===== config.mk =====
export PLATFORM = sky130hd
export DESIGN_NAME = wb_sram_bridge
export DESIGN_NICKNAME = d
export VERILOG_FILES = /design/src/rtl/wb_sram_bridge.sv
export SDC_FILE = /design/constraint.sdc
export NUM_CORES = 1
export LEC_CHECK = 0
export ABC_AREA = 1
export BUFFER_PORTS_ARGS = -buffer_cell sky130_fd_sc_hd__buf_2
export CORE_ASPECT_RATIO = 1.1
export CORE_MARGIN = 1.5
export CORE_UTILIZATION = 25
export CTS_CLUSTER_DIAMETER = 60
export DETAILED_ROUTE_END_ITERATION = 8
export HOLD_SLACK_MARGIN = 0.02
export PLACE_DENSITY_LB_ADDON = 0.25
export SLEW_MARGIN = 15
export SYNTH_ARGS = -nofsm -noshare
export SYNTH_HDL_FRONTEND = slang
export SYNTH_SLANG_ARGS = --single-unit

===== constraint.sdc =====
create_clock -name clk -period 2.68 [get_ports clk]
set_input_delay 0.268 -clock clk [delete_from_list [all_inputs] [get_ports clk]]
set_output_delay 0.268 -clock clk [all_outputs]
set_load 0.1 [all_outputs]

===== src/rtl/wb_sram_bridge.sv =====
// Pipelined Wishbone slave bridging the J1 CPU bus to an asynchronous 16-bit SRAM.
// All SRAM strobes come straight from flops; wait states are set by RD_WAIT/WR_WAIT.
module wb_sram_bridge #(
  parameter int unsigned ADDR_W  = 16,
  parameter int unsigned RD_WAIT = 1,
  parameter int unsigned WR_WAIT = 1
) (
  input  logic              clk,
  input  logic              reset,
  input  logic              wb_cyc,
  input  logic              wb_stb,
  input  logic              wb_we,
  input  logic [15:0]       wb_adr,
  input  logic [15:0]       wb_dat_i,
  output logic [15:0]       wb_dat_o,
  output logic              wb_ack,
  output logic              wb_stall,
  output logic [ADDR_W-1:0] sram_addr,
  output logic [15:0]       sram_dq_o,
  input  logic [15:0]       sram_dq_i,
  output logic              sram_dq_oe,
  output logic              sram_ce_n,
  output logic              sram_oe_n,
  output logic              sram_we_n,
  output logic              sram_ub_n,
  output logic              sram_lb_n
);

  typedef enum logic [1:0] {
    IDLE,
    READ,
    WRITE
  } state_t;

  state_t            state_q, state_d;
  logic [4:0]        cnt_q, cnt_d;
  logic              ack_q, ack_d;
  logic [15:0]       dat_q, dat_d;
  logic [ADDR_W-1:0] addr_q, addr_d;
  logic [15:0]       dq_o_q, dq_o_d;
  logic              dq_oe_q, dq_oe_d;
  logic              ce_n_q, ce_n_d;
  logic              oe_n_q, oe_n_d;
  logic              we_n_q, we_n_d;
  logic [ADDR_W-1:0] adr_ext;
  logic              accept;

  generate
    if (ADDR_W <= 16) begin : g_trunc
      logic [15:0] unused_adr_bits;
      assign unused_adr_bits = wb_adr;
      assign adr_ext         = wb_adr[ADDR_W-1:0];
    end else begin : g_zext
      assign adr_ext = {{(ADDR_W-16){1'b0}}, wb_adr};
    end
  endgenerate

  assign wb_stall = (state_q != IDLE) || !reset;
  assign accept   = wb_cyc && wb_stb && !wb_stall;

  always_comb begin
    state_d = state_q;
    cnt_d   = cnt_q;
    ack_d   = 1'b0;
    dat_d   = dat_q;
    addr_d  = addr_q;
    dq_o_d  = dq_o_q;
    dq_oe_d = dq_oe_q;
    ce_n_d  = ce_n_q;
    oe_n_d  = oe_n_q;
    we_n_d  = we_n_q;
    unique case (state_q)
      IDLE: begin
        if (accept) begin
          addr_d = adr_ext;
          dq_o_d = wb_dat_i;
          ce_n_d = 1'b0;
          if (wb_we) begin
            state_d = WRITE;
            cnt_d   = 5'(WR_WAIT + 1);
            oe_n_d  = 1'b1;
            we_n_d  = 1'b0;
            dq_oe_d = 1'b1;
          end else begin
            state_d = READ;
            cnt_d   = 5'(RD_WAIT);
            oe_n_d  = 1'b0;
            we_n_d  = 1'b1;
            dq_oe_d = 1'b0;
          end
        end
      end
      READ: begin
        if (cnt_q == 5'd0) begin
          state_d = IDLE;
          dat_d   = sram_dq_i;
          ack_d   = wb_cyc;
          ce_n_d  = 1'b1;
          oe_n_d  = 1'b1;
        end else begin
          cnt_d = cnt_q - 5'd1;
        end
      end
      WRITE: begin
        if (cnt_q == 5'd0) begin
          state_d = IDLE;
          ack_d   = wb_cyc;
          ce_n_d  = 1'b1;
          we_n_d  = 1'b1;
          dq_oe_d = 1'b0;
        end else begin
          cnt_d  = cnt_q - 5'd1;
          // we_n is a flop, so release it one cycle early to leave an address/data hold cycle
          we_n_d = (cnt_q == 5'd1);
        end
      end
      default: state_d = IDLE;
    endcase
  end

  always_ff @(posedge clk) begin
    if (!reset) begin
      state_q <= IDLE;
      cnt_q   <= '0;
      ack_q   <= 1'b0;
      dat_q   <= '0;
      addr_q  <= '0;
      dq_o_q  <= '0;
      dq_oe_q <= 1'b0;
      ce_n_q  <= 1'b1;
      oe_n_q  <= 1'b1;
      we_n_q  <= 1'b1;
    end else begin
      state_q <= state_d;
      cnt_q   <= cnt_d;
      ack_q   <= ack_d;
      dat_q   <= dat_d;
      addr_q  <= addr_d;
      dq_o_q  <= dq_o_d;
      dq_oe_q <= dq_oe_d;
      ce_n_q  <= ce_n_d;
      oe_n_q  <= oe_n_d;
      we_n_q  <= we_n_d;
    end
  end

  assign wb_ack     = ack_q;
  assign wb_dat_o   = dat_q;
  assign sram_addr  = addr_q;
  assign sram_dq_o  = dq_o_q;
  assign sram_dq_oe = dq_oe_q;
  assign sram_ce_n  = ce_n_q;
  assign sram_oe_n  = oe_n_q;
  assign sram_we_n  = we_n_q;
  assign sram_ub_n  = ce_n_q;
  assign sram_lb_n  = ce_n_q;

endmodule


==> impl_metrics.toml, run 1 <==
[synth]
yosysWarnings = 0
synth.area.top_cells = "dfxtp_1 (46%), nand2_1 (14%), nand3_1 (9.2%), inv_1 (4.5%), buf_6 (3.5%)"
synth-seq-cells = 60
synth_seq_area_share_pct = 46.0
async_flop_share_pct = 0
synth.largest_area_cell = "dfxtp_1"
yosysTopAreaCellShare_pct = 46.0
syn_nets = 390
ys_types = 27
synth_commonest_cells = "nand2_1 (99), dfxtp_1 (60), nand3_1 (48)"
syn_area_per_cell_um2 = 7.88
syn_inst = 331
synth_ff_type = "dfxtp_1"
syn_area_mm2 = 0.00261
synth_enable_flop_cells = 0
yosysMostFrequentCell = "nand2_1"

[global_route]
grt_first_pass_wirelength_um = 10100
grt_pass1_vias = 2220
grt_usage_pct = 11.8
grt_max_degree = 36
antenna_found_initial = 0
grt_overflow_total = 0

[worst_setup_path]
critPathMaxFanout = 8
required_ns = 2.41
cp-end-kind = "output port"
cp.arrival_ns = 1.66
worstSetupPathType = "flip-flop to output port"
start_kind = "flip-flop"

[die]
die_w_um = 100
start_util_pct = 26.0
die_y_um = 110
io_pins = 109
num_rows = 38
die-area_mm2 = 0.0111
core-area_mm2 = 0.0100

[clock_network]
cts-root-buf = "clkbuf_8"
clk-insertion-delay-late_ns = 0.33
ctsResizeCount = 0
cts_tree = "yes"
cts_setup_buffers = 0
cts-hold-fix-buffers = 0
clk_path_buf_depth = 2
cts_max_level = 3
cts_inserted_buffers = 9
path_clk_slew_ns = 0.08
clkSinkCount = 60

[place]
io_buffers = 108
hpwl_um = 4420
placed_area_mm2 = 0.00318
gp_congestion = 0.793
dp_cells = 560
dpl_worst_slack_ns = 0.819

[sta]
timing.slew.headroom_pct = 59.4
rsz0062_at_grt = "false"
layout_setup_ws_ns = 0.756
slew_violations = 0
period_share_pct = 71.8
fmax_mhz = 520
tightest_slew_ns = 0.608
min_period_ns = 1.92
fin_worst_skew_ns = 0.0112
setup_viol = 0
fin_hold_ws_ns = 0.124
final_hold_viol_count = 0
setup_tns_ns = 0

[detailed_routing]
via_count = 2380
drc = 0
drtIter0Drc = 91
post_drt_wl_per_cell_um = 10.7
via_per_inst = 4.13
ant_nets = 0
wl_um = 6170
drt_pre_antenna_iters = 6

[finish]
seqCellArea_mm2 = 0.00120
antenna_cells = 0
fin_area_mm2 = 0.00337
syn_to_final_growth_pct = 29.3
stdcell_count = 576
drive_above_1_share_pct = 36.7
multiInputGateArea_mm2 = 0.00111
fillers = 1107
fin_nets = 490

[status]
status = "complete, no violations"

[power]
ir_drop_mv = 0.713
p_per_area_mw_per_mm2 = 1270
p_leak_nw = 1.73

[min_path]
hold_class = "input pin to flip-flop"

[flow_run]
max-cap-violations = 0
where the power goes:
part | switching, W | leakage (nW) | internal (W)
combinational | 0.00187 | 1.14 | 0.000410
clock | 0.000381 | 0.100 | 0.000434
sequential | 0.000100 | 0.490 | 0.00109
total | 0.00235 | 1.73 | 0.00193
sequential cells by signal (all words and copies together), names as in the netlist, 2 cells and up:
| signal | count |
|---|---|
| sram_addr | 16 |
| sram_dq_o | 16 |
| wb_dat_o | 16 |
| cnt_q | 5 |
| state_q | 2 |
worst max-delay path, cell delays in order, from the launching register on:
cell	delay [ns]
dfxtp_1	0.34
inv_1	0.09
ha_1	0.34
nand2_1	0.13
buf_2	0.44
logic make-up after synthesis:
kind of cell | Yosys count | synth area share (%)
simple gates | 170 | 29.2
fa+ha+maj | 6 | 2.88
flops | 60 | 46.0
compound gates | 40 | 10.6
buf+inv | 55 | 11.3
path summary, 6_finish.rpt:
check,from,end,slack [ns],cells after the start
worst max register to register,cnt_q[0],wb_dat_o[0],0.85,5
worst min-delay path,wb_adr[3],sram_addr[3],0.12,3
worst min register to register,cnt_q[4],cnt_q[4],0.43,2
worst max-delay path,state_q[0],wb_stall,0.76,4
cells in the final DEF (no fill, tap or decap):
cell,n
buf_2,108
nand2_1,99
dfxtp_1,60
nand3_1,48
inv_1,31
nor2_1,12
o21ai_2,10
a21oi_2,10
a21oi_1,10
clkbuf_8,9
ha_1,6
o21ai_1,5
nand2_2,4
o21ai_0,4
inv_2,2
clkinv_2,2
inv_6,2
buf_4,2
nor2_4,1
nand3_2,1
nand2_4,1
nor2_2,1
nand4_4,1
nand4_2,1
inv_4,1
or2_2,1
o211ai_1,1
clkinvlp_4,1
bufinv_16,1
clkinv_4,1
layout make-up:
type,count,share of cell area [%]
clock buffers,9,3.67
inverters,34,3.86
multi-input cells,216,33.0
repair buffers,110,16.5
flip-flops and latches,60,35.6
clock inverters,7,2.19
well taps,140,5.19
routing by layer:
| layer | track usage (%) | vias up | wire length, um |
|---|---|---|---|
| met5 | 0 | - | 0 |
| met4 | 6.04 | 0 | 111 |
| met3 | 3.91 | 7 | 364 |
| met2 | 19.0 | 65 | 2890 |
| met1 | 14.0 | 1065 | 2810 |
| li1 | - | 1243 | - |
through the flow:
step | util [%] | total power (W)
after floorplan | - | 0.00322
after detailed placement | 31.7 | 0.00350
after CTS | 33.6 | 0.00434
final | 33.6 | 0.00428
after global placement | 31.7 | 0.00349
after global routing | 33.6 | 0.00454
(Power assumes the default switching activity.)
==> run 2: changes to the inputs <==
==> constraint.sdc (replaced) <==
create_clock -name clk -period 2 [get_ports clk]
set_input_delay 0.2 -clock clk [delete_from_list [all_inputs] [get_ports clk]]
set_output_delay 0.2 -clock clk [all_outputs]
set_load 0.1 [all_outputs]
==> run 2 against run 1 <==
Via count did not move. First-iteration DRC count decreased by 40%. Count of clock-buffer cells in the layout increased by 4. Global-route usage increased by 0.25 points. Clock power is 17% higher. Non-clock buffer count rose by 4. Largest power group unchanged.
==> impl_metrics.toml, run 2 (synthesis results as in run 1) <==
[worst_setup_path]
cpLargestDelayFamily = "buffers and inverters"
r2r_setup_slack_ns = 0.35
reg2reg_depth = 7
slowest_stage = "buf_2"
cp.arrival_ns = 1.66
worstSetupPathType = "flip-flop to output port"
crit_buf_inv = 3
worstPathCellList = "inv_1 > ha_1 > buf_4 > nand2_1 > buf_2"
cp_num_cells = 5
critPathMaxStageDelay_ns = 0.43
cp-end-kind = "output port"
required_ns = 1.80
critPathMaxFanout = 7
start_kind = "flip-flop"

[place]
gp_congestion = 0.815
placed_area_mm2 = 0.00322
hpwl_um = 4540
io_buffers = 108

[die]
die_w_um = 100
io_pins = 109
num_rows = 38
die-area_mm2 = 0.0111
core-area_mm2 = 0.0100
start_util_pct = 26.0
die_y_um = 110

[status]
status = "complete, no violations"

[sta]
tightest_slew_ns = 0.501
slew_violations = 0
min_period_ns = 1.86
setup_viol = 0
setup_tns_ns = 0
final_hold_viol_count = 0
period_share_pct = 93.2
fmax_mhz = 536
rsz0062_at_grt = "false"
fin_worst_skew_ns = 0.00772
timing.slew.headroom_pct = 66.8

[clock_network]
path_clk_slew_ns = 0.06
cts-root-buf = "clkbuf_8"
clkSinkCount = 60
cts_tree = "yes"
clk_path_buf_depth = 2
cts-hold-fix-buffers = 0
clk-insertion-delay-late_ns = 0.33
cts_setup_buffers = 0
cts_max_level = 3
cts_inserted_buffers = 9
ctsResizeCount = 0

[power]
ir_drop_mv = 0.988
p_per_area_mw_per_mm2 = 1670
p_leak_nw = 1.74

[global_route]
antenna_found_initial = 0
grt_max_degree = 38
grt_util_met1_pct = 14.5
grt_usage_pct = 12.0
grt.met3_usage_pct = 3.66
global_route.peak_usage_layer = "met2"
grt_pass1_vias = 2262
grt_util_met2_pct = 19.2
grt_overflow_total = 0
grt_first_pass_wirelength_um = 10200

[finish]
fillers = 1092
syn_to_final_growth_pct = 29.8
drive_above_1_share_pct = 36.7
final_common_cell = "buf_2"
antenna_cells = 0
fin_area_mm2 = 0.00339
fin_nets = 494
final_cell_mix = "buf_2 (108), nand2_1 (99), dfxtp_1 (60)"

[detailed_routing]
drtIter0Drc = 55
drt_pre_antenna_iters = 4
post_drt_wl_per_cell_um = 10.9
wl_um = 6300
ant_nets = 0
drc = 0
via_per_inst = 4.11
via_count = 2380

[min_path]
hold_class = "input pin to flip-flop"
hold_depth = 3

[flow_run]
max-cap-violations = 0
run 2: changes by cell type in the layout (fill, tap and decap cells not counted):
cell / change
buf_4: +3
clkbuf_1: +2
clkbuf_8: +2
inv_6: -2
buf_12: +1
bufinv_16: -1
clkinv_4: -1
clkinvlp_4: -1
run 2: final timing paths:
kind,startpoint,to
hold / removal,wb_adr[13],sram_addr[13]
setup reg to reg,state_q[1],cnt_q[0]
setup / recovery,state_q[1],wb_stall
hold reg to reg,cnt_q[4],cnt_q[4]
run 2: routing by layer:
| metal | up-vias | share of wire (%) |
|---|---|---|
| li1 | 1249 | - |
| met5 | - | 0 |
| met4 | 0 | 1.9 |
| met2 | 63 | 45 |
| met3 | 9 | 5.3 |
| met1 | 1059 | 48 |
run 2: through the flow:
step	hold WS (ns)	utilization (%)	setup slack [ns]	power, W	std cells
after floorplan	0.311	-	0.409	0.00432	331
after global placement	0.396	32.1	0.452	0.00473	564
after detailed placement	0.398	32.1	0.367	0.00474	564
after CTS	0.0325	33.8	0.0997	0.00574	579
after global routing	0.0463	33.8	0.0307	0.00598	579
final	0.0578	33.8	0.135	0.00566	579
run 2: final cells by class:
cell class                 instances  area, um2  share of cell area, %
sequential                        60       1200                   35.5
multi-input combinational        216       1110                   32.9
timing repair buffer             114        598                   17.7
tap                              140        175                   5.17
clock buffer                      13        159                   4.69
inverter                          34        130                   3.84
clock inverter                     2       10.0                  0.296
run 2: worst reg2reg max path, delay by kind of cell (launching register included):
| family | cells | cell delay (ns) |
|---|---|---|
| adder cells (fa/ha/maj) | 1 | 0.49 |
| buffers and inverters | 2 | 0.15 |
| flip-flops | 1 | 0.38 |
| AND/OR/NAND/NOR | 4 | 0.52 |
run 2: power by group:
part	internal [W]	switching, W
Combinational	0.000599	0.00252
Sequential	0.00146	0.000130
Clock	0.000507	0.000450
Total	0.00256	0.00310
